File: src/rtl/pdm_deserializer_if.sv
// Sample stream from the PDM deserializer to its consumer: head-of-buffer word, channel tag and
// valid/ready handshake.
interface pdm_deserializer_if #(
    parameter int WIDTH = 16
) ();
    logic [WIDTH-1:0] data;
    logic             data_ch;
    logic             data_valid;
    logic             data_ready;

    modport master (output data, output data_ch, output data_valid, input data_ready);
    modport slave  (input data, input data_ch, input data_valid, output data_ready);
endinterface

File: src/rtl/pdm_deserializer.sv
// PDM microphone front end: mic clock divider, 2-FF input sync, raw/ones-count windowing and a
// 2-entry output buffer. Define STEREO_EN to sample both channels with separate accumulators.
module pdm_deserializer #(
    parameter int CLK_DIV = 50,
    parameter int MODE    = 1,
    parameter int WIDTH   = 16,
    parameter int DECIM   = 128,
    parameter int CHANNEL = 0
) (
    input  logic               clock,
    input  logic               reset_n,
    input  logic               enable,
    input  logic               data_in,
    output logic               pdm_clk_o,
    output logic               pdm_irsel_o,
    output logic               done,
    output logic               overrun,
    pdm_deserializer_if.master bus
);
    localparam int   HALF   = CLK_DIV / 2;
    localparam int   WIN    = (MODE == 1) ? DECIM : WIDTH;
    localparam int   DW     = $clog2(CLK_DIV);
    localparam int   BW     = $clog2(WIN + 1);
    localparam logic CH_BIT = (CHANNEL != 0) ? 1'b1 : 1'b0;
`ifdef STEREO_EN
    localparam int   NCH    = 2;
    localparam logic IRSEL  = 1'b0;
`else
    localparam int   NCH    = 1;
    localparam logic IRSEL  = CH_BIT;
`endif

    logic [1:0]       sync_r;
    logic [DW-1:0]    div_cnt_r;
    logic             pdm_clk_r;
    logic             irsel_r;
    logic             enable_d_r;
    logic [WIDTH-1:0] acc_r  [NCH];
    logic [BW-1:0]    bcnt_r [NCH];
    logic             done_r;
    logic             overrun_r;
    logic [WIDTH:0]   mem_r  [2];
    logic             wr_ptr_r;
    logic             rd_ptr_r;
    logic [1:0]       count_r;

    logic             samp_a_s;
    logic             samp_b_s;
    logic [NCH-1:0]   samp_s;
    logic [NCH-1:0]   last_s;
    logic [WIDTH-1:0] word_s [NCH];
    logic             push_s;
    logic [WIDTH-1:0] push_word_s;
    logic             push_ch_s;
    logic             pop_s;
    logic             full_s;
    logic             wr_en_s;
    logic             ovf_s;
    logic [1:0]       count_next_s;

    assign samp_a_s = enable && (div_cnt_r == DW'(HALF - 1));
    assign samp_b_s = enable && (div_cnt_r == DW'(CLK_DIV - 1));
`ifdef STEREO_EN
    assign samp_s = {samp_b_s, samp_a_s};
`else
    assign samp_s = (CHANNEL == 0) ? samp_a_s : samp_b_s;
`endif

    // Input synchronizer, mic-clock divider and enable edge history
    always_ff @(posedge clock or negedge reset_n) begin
        if (!reset_n) begin
            sync_r     <= 2'b00;
            div_cnt_r  <= '0;
            pdm_clk_r  <= 1'b0;
            irsel_r    <= IRSEL;
            enable_d_r <= 1'b0;
        end else begin
            sync_r     <= {sync_r[0], data_in};
            irsel_r    <= IRSEL;
            enable_d_r <= enable;
            if (enable) begin
                div_cnt_r <= (div_cnt_r == DW'(CLK_DIV - 1)) ? '0 : div_cnt_r + DW'(1);
                // Registered copy of div_cnt<HALF: the first high phase after enable is full length
                pdm_clk_r <= (div_cnt_r < DW'(HALF));
            end else begin
                div_cnt_r <= '0;
                pdm_clk_r <= 1'b0;
            end
        end
    end

    // Word candidates including the current bit, and window completion selection
    always_comb begin
        push_s      = 1'b0;
        push_word_s = '0;
        push_ch_s   = 1'b0;
        last_s      = '0;
        for (int c = 0; c < NCH; c++) begin
            word_s[c] = '0;
        end
        for (int c = 0; c < NCH; c++) begin
            if (MODE == 0) begin
                word_s[c] = {acc_r[c][WIDTH-2:0], sync_r[1]};
            end else begin
                word_s[c] = acc_r[c] + {{(WIDTH-1){1'b0}}, sync_r[1]};
            end
            last_s[c] = (bcnt_r[c] == BW'(WIN - 1));
            if (samp_s[c] && last_s[c]) begin
                push_s      = 1'b1;
                push_word_s = word_s[c];
                push_ch_s   = (NCH == 2) ? 1'(c) : CH_BIT;
            end else begin
                push_s      = push_s;
            end
        end
    end

    // Per-channel accumulators; disabling discards the partial window
    always_ff @(posedge clock or negedge reset_n) begin
        if (!reset_n) begin
            for (int c = 0; c < NCH; c++) begin
                acc_r[c]  <= '0;
                bcnt_r[c] <= '0;
            end
        end else if (!enable) begin
            for (int c = 0; c < NCH; c++) begin
                acc_r[c]  <= '0;
                bcnt_r[c] <= '0;
            end
        end else begin
            for (int c = 0; c < NCH; c++) begin
                if (samp_s[c] && last_s[c]) begin
                    acc_r[c]  <= '0;
                    bcnt_r[c] <= '0;
                end else if (samp_s[c]) begin
                    acc_r[c]  <= word_s[c];
                    bcnt_r[c] <= bcnt_r[c] + BW'(1);
                end else begin
                    acc_r[c]  <= acc_r[c];
                    bcnt_r[c] <= bcnt_r[c];
                end
            end
        end
    end

    assign pop_s   = (count_r != 2'd0) && bus.data_ready;
    assign full_s  = (count_r == 2'd2);
    assign wr_en_s = push_s && (!full_s || pop_s);
    assign ovf_s   = push_s && full_s && !pop_s;

    // Buffer occupancy update
    always_comb begin
        case ({wr_en_s, pop_s})
            2'b10:   count_next_s = count_r + 2'd1;
            2'b01:   count_next_s = count_r - 2'd1;
            default: count_next_s = count_r;
        endcase
    end

    // Output buffer, done pulse and sticky overrun
    always_ff @(posedge clock or negedge reset_n) begin
        if (!reset_n) begin
            mem_r[0]  <= '0;
            mem_r[1]  <= '0;
            wr_ptr_r  <= 1'b0;
            rd_ptr_r  <= 1'b0;
            count_r   <= 2'd0;
            done_r    <= 1'b0;
            overrun_r <= 1'b0;
        end else begin
            done_r  <= push_s;
            count_r <= count_next_s;
            if (wr_en_s) begin
                mem_r[wr_ptr_r] <= {push_ch_s, push_word_s};
                wr_ptr_r        <= wr_ptr_r + 1'b1;
            end else begin
                wr_ptr_r        <= wr_ptr_r;
            end
            if (pop_s) begin
                rd_ptr_r <= rd_ptr_r + 1'b1;
            end else begin
                rd_ptr_r <= rd_ptr_r;
            end
            if (enable && !enable_d_r) begin
                overrun_r <= 1'b0;
            end else if (ovf_s) begin
                overrun_r <= 1'b1;
            end else begin
                overrun_r <= overrun_r;
            end
        end
    end

    assign pdm_clk_o      = pdm_clk_r;
    assign pdm_irsel_o    = irsel_r;
    assign done           = done_r;
    assign overrun        = overrun_r;
    assign bus.data       = mem_r[rd_ptr_r][WIDTH-1:0];
    assign bus.data_ch    = mem_r[rd_ptr_r][WIDTH];
    assign bus.data_valid = (count_r != 2'd0);
endmodule
File: src/flat_wrapper.sv
// flat-port wrapper written by rule: the top's interface ports become plain ports
module pdm_deserializer_flat 
#(
    parameter int CLK_DIV = 50,
    parameter int MODE    = 1,
    parameter int WIDTH   = 16,
    parameter int DECIM   = 128,
    parameter int CHANNEL = 0
)
  (clock, reset_n, enable, data_in, pdm_clk_o, pdm_irsel_o, done, overrun, bus_data, bus_data_ch, bus_data_valid, bus_data_ready);
  pdm_deserializer_if #(.WIDTH(WIDTH)) bus_i ();
  input  logic clock;
  input  logic reset_n;
  input  logic enable;
  input  logic data_in;
  output logic pdm_clk_o;
  output logic pdm_irsel_o;
  output logic done;
  output logic overrun;
  output wire logic [$bits(bus_i.data)-1:0] bus_data;
  output wire logic [$bits(bus_i.data_ch)-1:0] bus_data_ch;
  output wire logic [$bits(bus_i.data_valid)-1:0] bus_data_valid;
  input wire logic [$bits(bus_i.data_ready)-1:0] bus_data_ready;
  assign bus_data = bus_i.data;
  assign bus_data_ch = bus_i.data_ch;
  assign bus_data_valid = bus_i.data_valid;
  assign bus_i.data_ready = bus_data_ready;
  pdm_deserializer #(.CLK_DIV(CLK_DIV), .MODE(MODE), .WIDTH(WIDTH), .DECIM(DECIM), .CHANNEL(CHANNEL)) u_core (.clock(clock), .reset_n(reset_n), .enable(enable), .data_in(data_in), .pdm_clk_o(pdm_clk_o), .pdm_irsel_o(pdm_irsel_o), .done(done), .overrun(overrun), .bus(bus_i));
endmodule
File: config.mk
export PLATFORM = sky130hd
export DESIGN_NAME = pdm_deserializer_flat
export DESIGN_NICKNAME = d
export VERILOG_FILES = /design/src/rtl/pdm_deserializer_if.sv /design/src/rtl/pdm_deserializer.sv /design/src/flat_wrapper.sv
export SDC_FILE = /design/constraint.sdc
export NUM_CORES = 1
export LEC_CHECK = 0
export ABC_AREA = 1
export CAP_MARGIN = 20
export CORE_MARGIN = 1
export CORE_UTILIZATION = 30
export CTS_CLUSTER_DIAMETER = 60
export DETAILED_ROUTE_END_ITERATION = 7
export PLACE_DENSITY = 0.44
export SLEW_MARGIN = 25
export SYNTH_ARGS = -nofsm -noshare
export SYNTH_HDL_FRONTEND = slang
export SYNTH_SLANG_ARGS = --single-unit
File: constraint.sdc
create_clock -name clock -period 2.58 [get_ports clock]
set_input_delay 0.258 -clock clock [delete_from_list [all_inputs] [get_ports clock]]
set_output_delay 0.258 -clock clock [all_outputs]
set_load 0.005 [all_outputs]
==> impl_metrics.tcl <==
set metrics [dict create \
    run_status "finished clean" \
    synthesis_to_layout_area_growth_pct 20.5 \
    worst_setup_path_end_kind "output port" \
    critical_path_arrival_ps 1860 \
    worst_hold_path_type "reg -> reg" \
    n_fill_cell 1169 \
    multi_input_comb_area_mm2 0.00151 \
    place.port_buffers 24 \
    floorplan.core_area_mm2 0.0115 \
    critical_path.max_fanout 17 \
    floorplan.rows 39 \
    grt_pass1_vias 2558 \
    drt-initial-drc-count 82 \
    detailedRoute.firstPassIterationCount 4 \
    layout_commonest_cell "nand2_1" \
    floorplan.die_area_mm2 0.0122 \
    slew_violations 0 \
    power.density_mw_per_mm2 663 \
    grt_antenna_before_repair 0 \
    max_freq_mhz 472 \
    register_area_mm2 0.00180 \
    numCtsBuffers 9 \
    insertion_delay_ps 340 \
    via_per_inst 4.43 \
    grt_start_max_net_pins 51 \
    grt.total_usage_pct 13.6 \
    post_cts_resized 0 \
    ioPinCount 27 \
    cts_tree "done" \
    vdd_drop_max_uv 346 \
    pre_cts_ws_ps 279 \
    postPlaceCellArea_mm2 0.00392 \
    postRouteWirelength_um 7530 \
    cellInternalPower_uw 2170 \
    synthFlopType "dfrtp_1" \
    cts_max_path_buffers 2 \
    final.setup.worst_slack_ps 464 \
    power_switching_share_pct 23.2 \
    post_synth_arst_share_pct 100 \
    maximum_capacitance_violations 0 \
    antenna_cells 0 \
    yosysSeqAreaShare_pct 50.9 \
    grt_setup_unrepaired "no" \
    antenna_left 0 \
    yosys_warnings 0 \
    fin_crit_ps 2120 \
    fin_nets 458 \
    final-hold-violation-count 0 \
    routed_wire_length_per_instance_um 12.7 \
    post-route-drc-count 0 \
    syn_area_per_cell_um2 8.49 \
    grt.overflow.total 0 \
    comb_power_share_pct 9.4 \
    total_leakage_power_uw 0.00198 \
    via_count 2632 \
    synth-edff-count 0 \
    final_setup_violating_endpoints 0 \
    data_required_time_of_the_worst_path_ps 2320 \
    path_class "reg -> out" \
    dp_hpwl_um 5330 \
    hold_ws_ps 356 \
    netlist-cell-type-count 34 \
    syn-cell-area_mm2 0.00354 \
    p_clk_share_pct 48.7 \
    finClkSkew_ps 5.25 \
    gpl_congestion 0.771 \
    totalNegativeSetupSlack_ps 0 \
    clock_tree.root_cell "clkbuf_16" \
    clkTransAtPathRegs_ps 50 \
    slew_headroom_pct 52.4 \
    h_tree_depth_reported_by_cts 3 \
    worst_slew_pin_slew_ps 707 \
    netlist_instances 417 \
    numClockSinks 72 \
    power.share.sequential_pct 41.9 \
    postLayoutCellArea_mm2 0.00427 \
    cp-start-kind "flip-flop" \
    die_width_um 111 \
    layout_cell_share_with_drive_strength_beyond_1_pct 9.31 \
    fp.dieH_um 111 \
    grt_pass1_wl_um 12800 \
    switching_power_uw 657 \
    cts_hold_buf 1 \
    cts_post_setup_buffers_inserted 0 \
    final_cell_mix "nand2_1 (157), dfrtp_1 (72), inv_1 (28), nor2_1 (28), clkdlybuf4s50_1 (23)" \
    start_util_pct 30.9 \
    synth-seq-cells 72 \
    final.period_utilization_pct 82.0 \
]
[area by class of cell]
cell class / instances / area share, %
multi-input cells: 298 / 35.4
inverters: 35 / 3.08
flip-flops and latches: 72 / 42.2
clock buffers: 14 / 6.42
repair buffers: 30 / 7.22
clock inverters: 2 / 1.41
well taps: 143 / 4.19
[critical path, cell delays in order, from the launching register on]
cell             delay (ps)
dfrtp_1                 340
clkinv_1                450
nand2_1                 190
nand2_1                  80
clkdlybuf4s50_1         460
[synth_stat cells, types with 5 or more instances]
library cell,count,area (um2)
nand2_1,157,589
dfrtp_1,72,1800
inv_1,28,105
nor2_1,28,105
o21ai_0,18,90.1
xor2_1,17,149
o21ai_1,16,80.1
nand3_1,14,70.1
ha_1,7,87.6
inv_2,6,22.5
o22ai_1,6,37.5
buf_6,5,56.3
[kinds of logic (layout without fill, tap and decap cells)]
logic type / Yosys count / after routing / synth area share (%)
xor+xnor: 21 / 21 / 5.20
compound gates: 50 / 50 / 7.96
flops: 72 / 72 / 50.9
simple gates: 218 / 218 / 26.9
buf+inv: 48 / 81 / 6.47
fa+ha+maj: 7 / 7 / 2.48
other cells: 1 / 2 / 0.106
[state kept, by name (all words and copies together) (netlist names)]
register,flops
u_core.mem_r,32
u_core.acc_r,16
u_core.bcnt_r,8
u_core.div_cnt_r,6
u_core.count_r,2
u_core.sync_r,2
u_core.done,1
u_core.enable_d_r,1
u_core.overrun,1
u_core.pdm_clk_o,1
u_core.rd_ptr_r,1
u_core.wr_ptr_r,1
[through the flow]
step | total power, uW | util, % | instances
after floorplan | 1360 | - | 418
final | 2830 | 37.2 | 594
after detailed placement | 1480 | 34.2 | 577
after global placement | 1480 | 34.2 | 577
after CTS | 2880 | 37.2 | 594
after global routing | 2960 | 37.2 | 594
[path summary, 6_finish.rpt]
| check | from | end | slack (ps) | cells past startpoint |
|---|---|---|---|---|
| worst max-delay path | u_core.rd_ptr_r | bus_data[12] | 460 | 4 |
| worst min-delay path | u_core.sync_r[0] | u_core.sync_r[1] | 360 | 0 |
| worst max register to register | u_core.div_cnt_r[0] | u_core.count_r[1] | 500 | 9 |
| worst min register to register | u_core.sync_r[0] | u_core.sync_r[1] | 360 | 0 |
| max in group asynchronous | reset_n | u_core.mem_r[22] | 1480 | 3 |
| min in group asynchronous | reset_n | u_core.div_cnt_r[0] | 440 | 2 |
[per-layer routing]
metal | vias up | GRT usage, % | part of all wire (%)
met3 | 11 | 3.29 | 3.0
met2 | 37 | 20.5 | 45
li1 | 1376 | - | -
met4 | 0 | 6.67 | 2.0
met1 | 1208 | 18.2 | 50
met5 | - | 0 | 0
[power by group through the flow]
stage                     Sequential (uW)  Clock (uW)  Combinational (uW)
after floorplan                      1200           0                 167
after global placement               1200           0                 275
after detailed placement             1200           0                 274
after CTS                            1180        1420                 275
after global routing                 1190        1470                 306
final                                1180        1380                 265
Power figures use the tool's default switching activity.
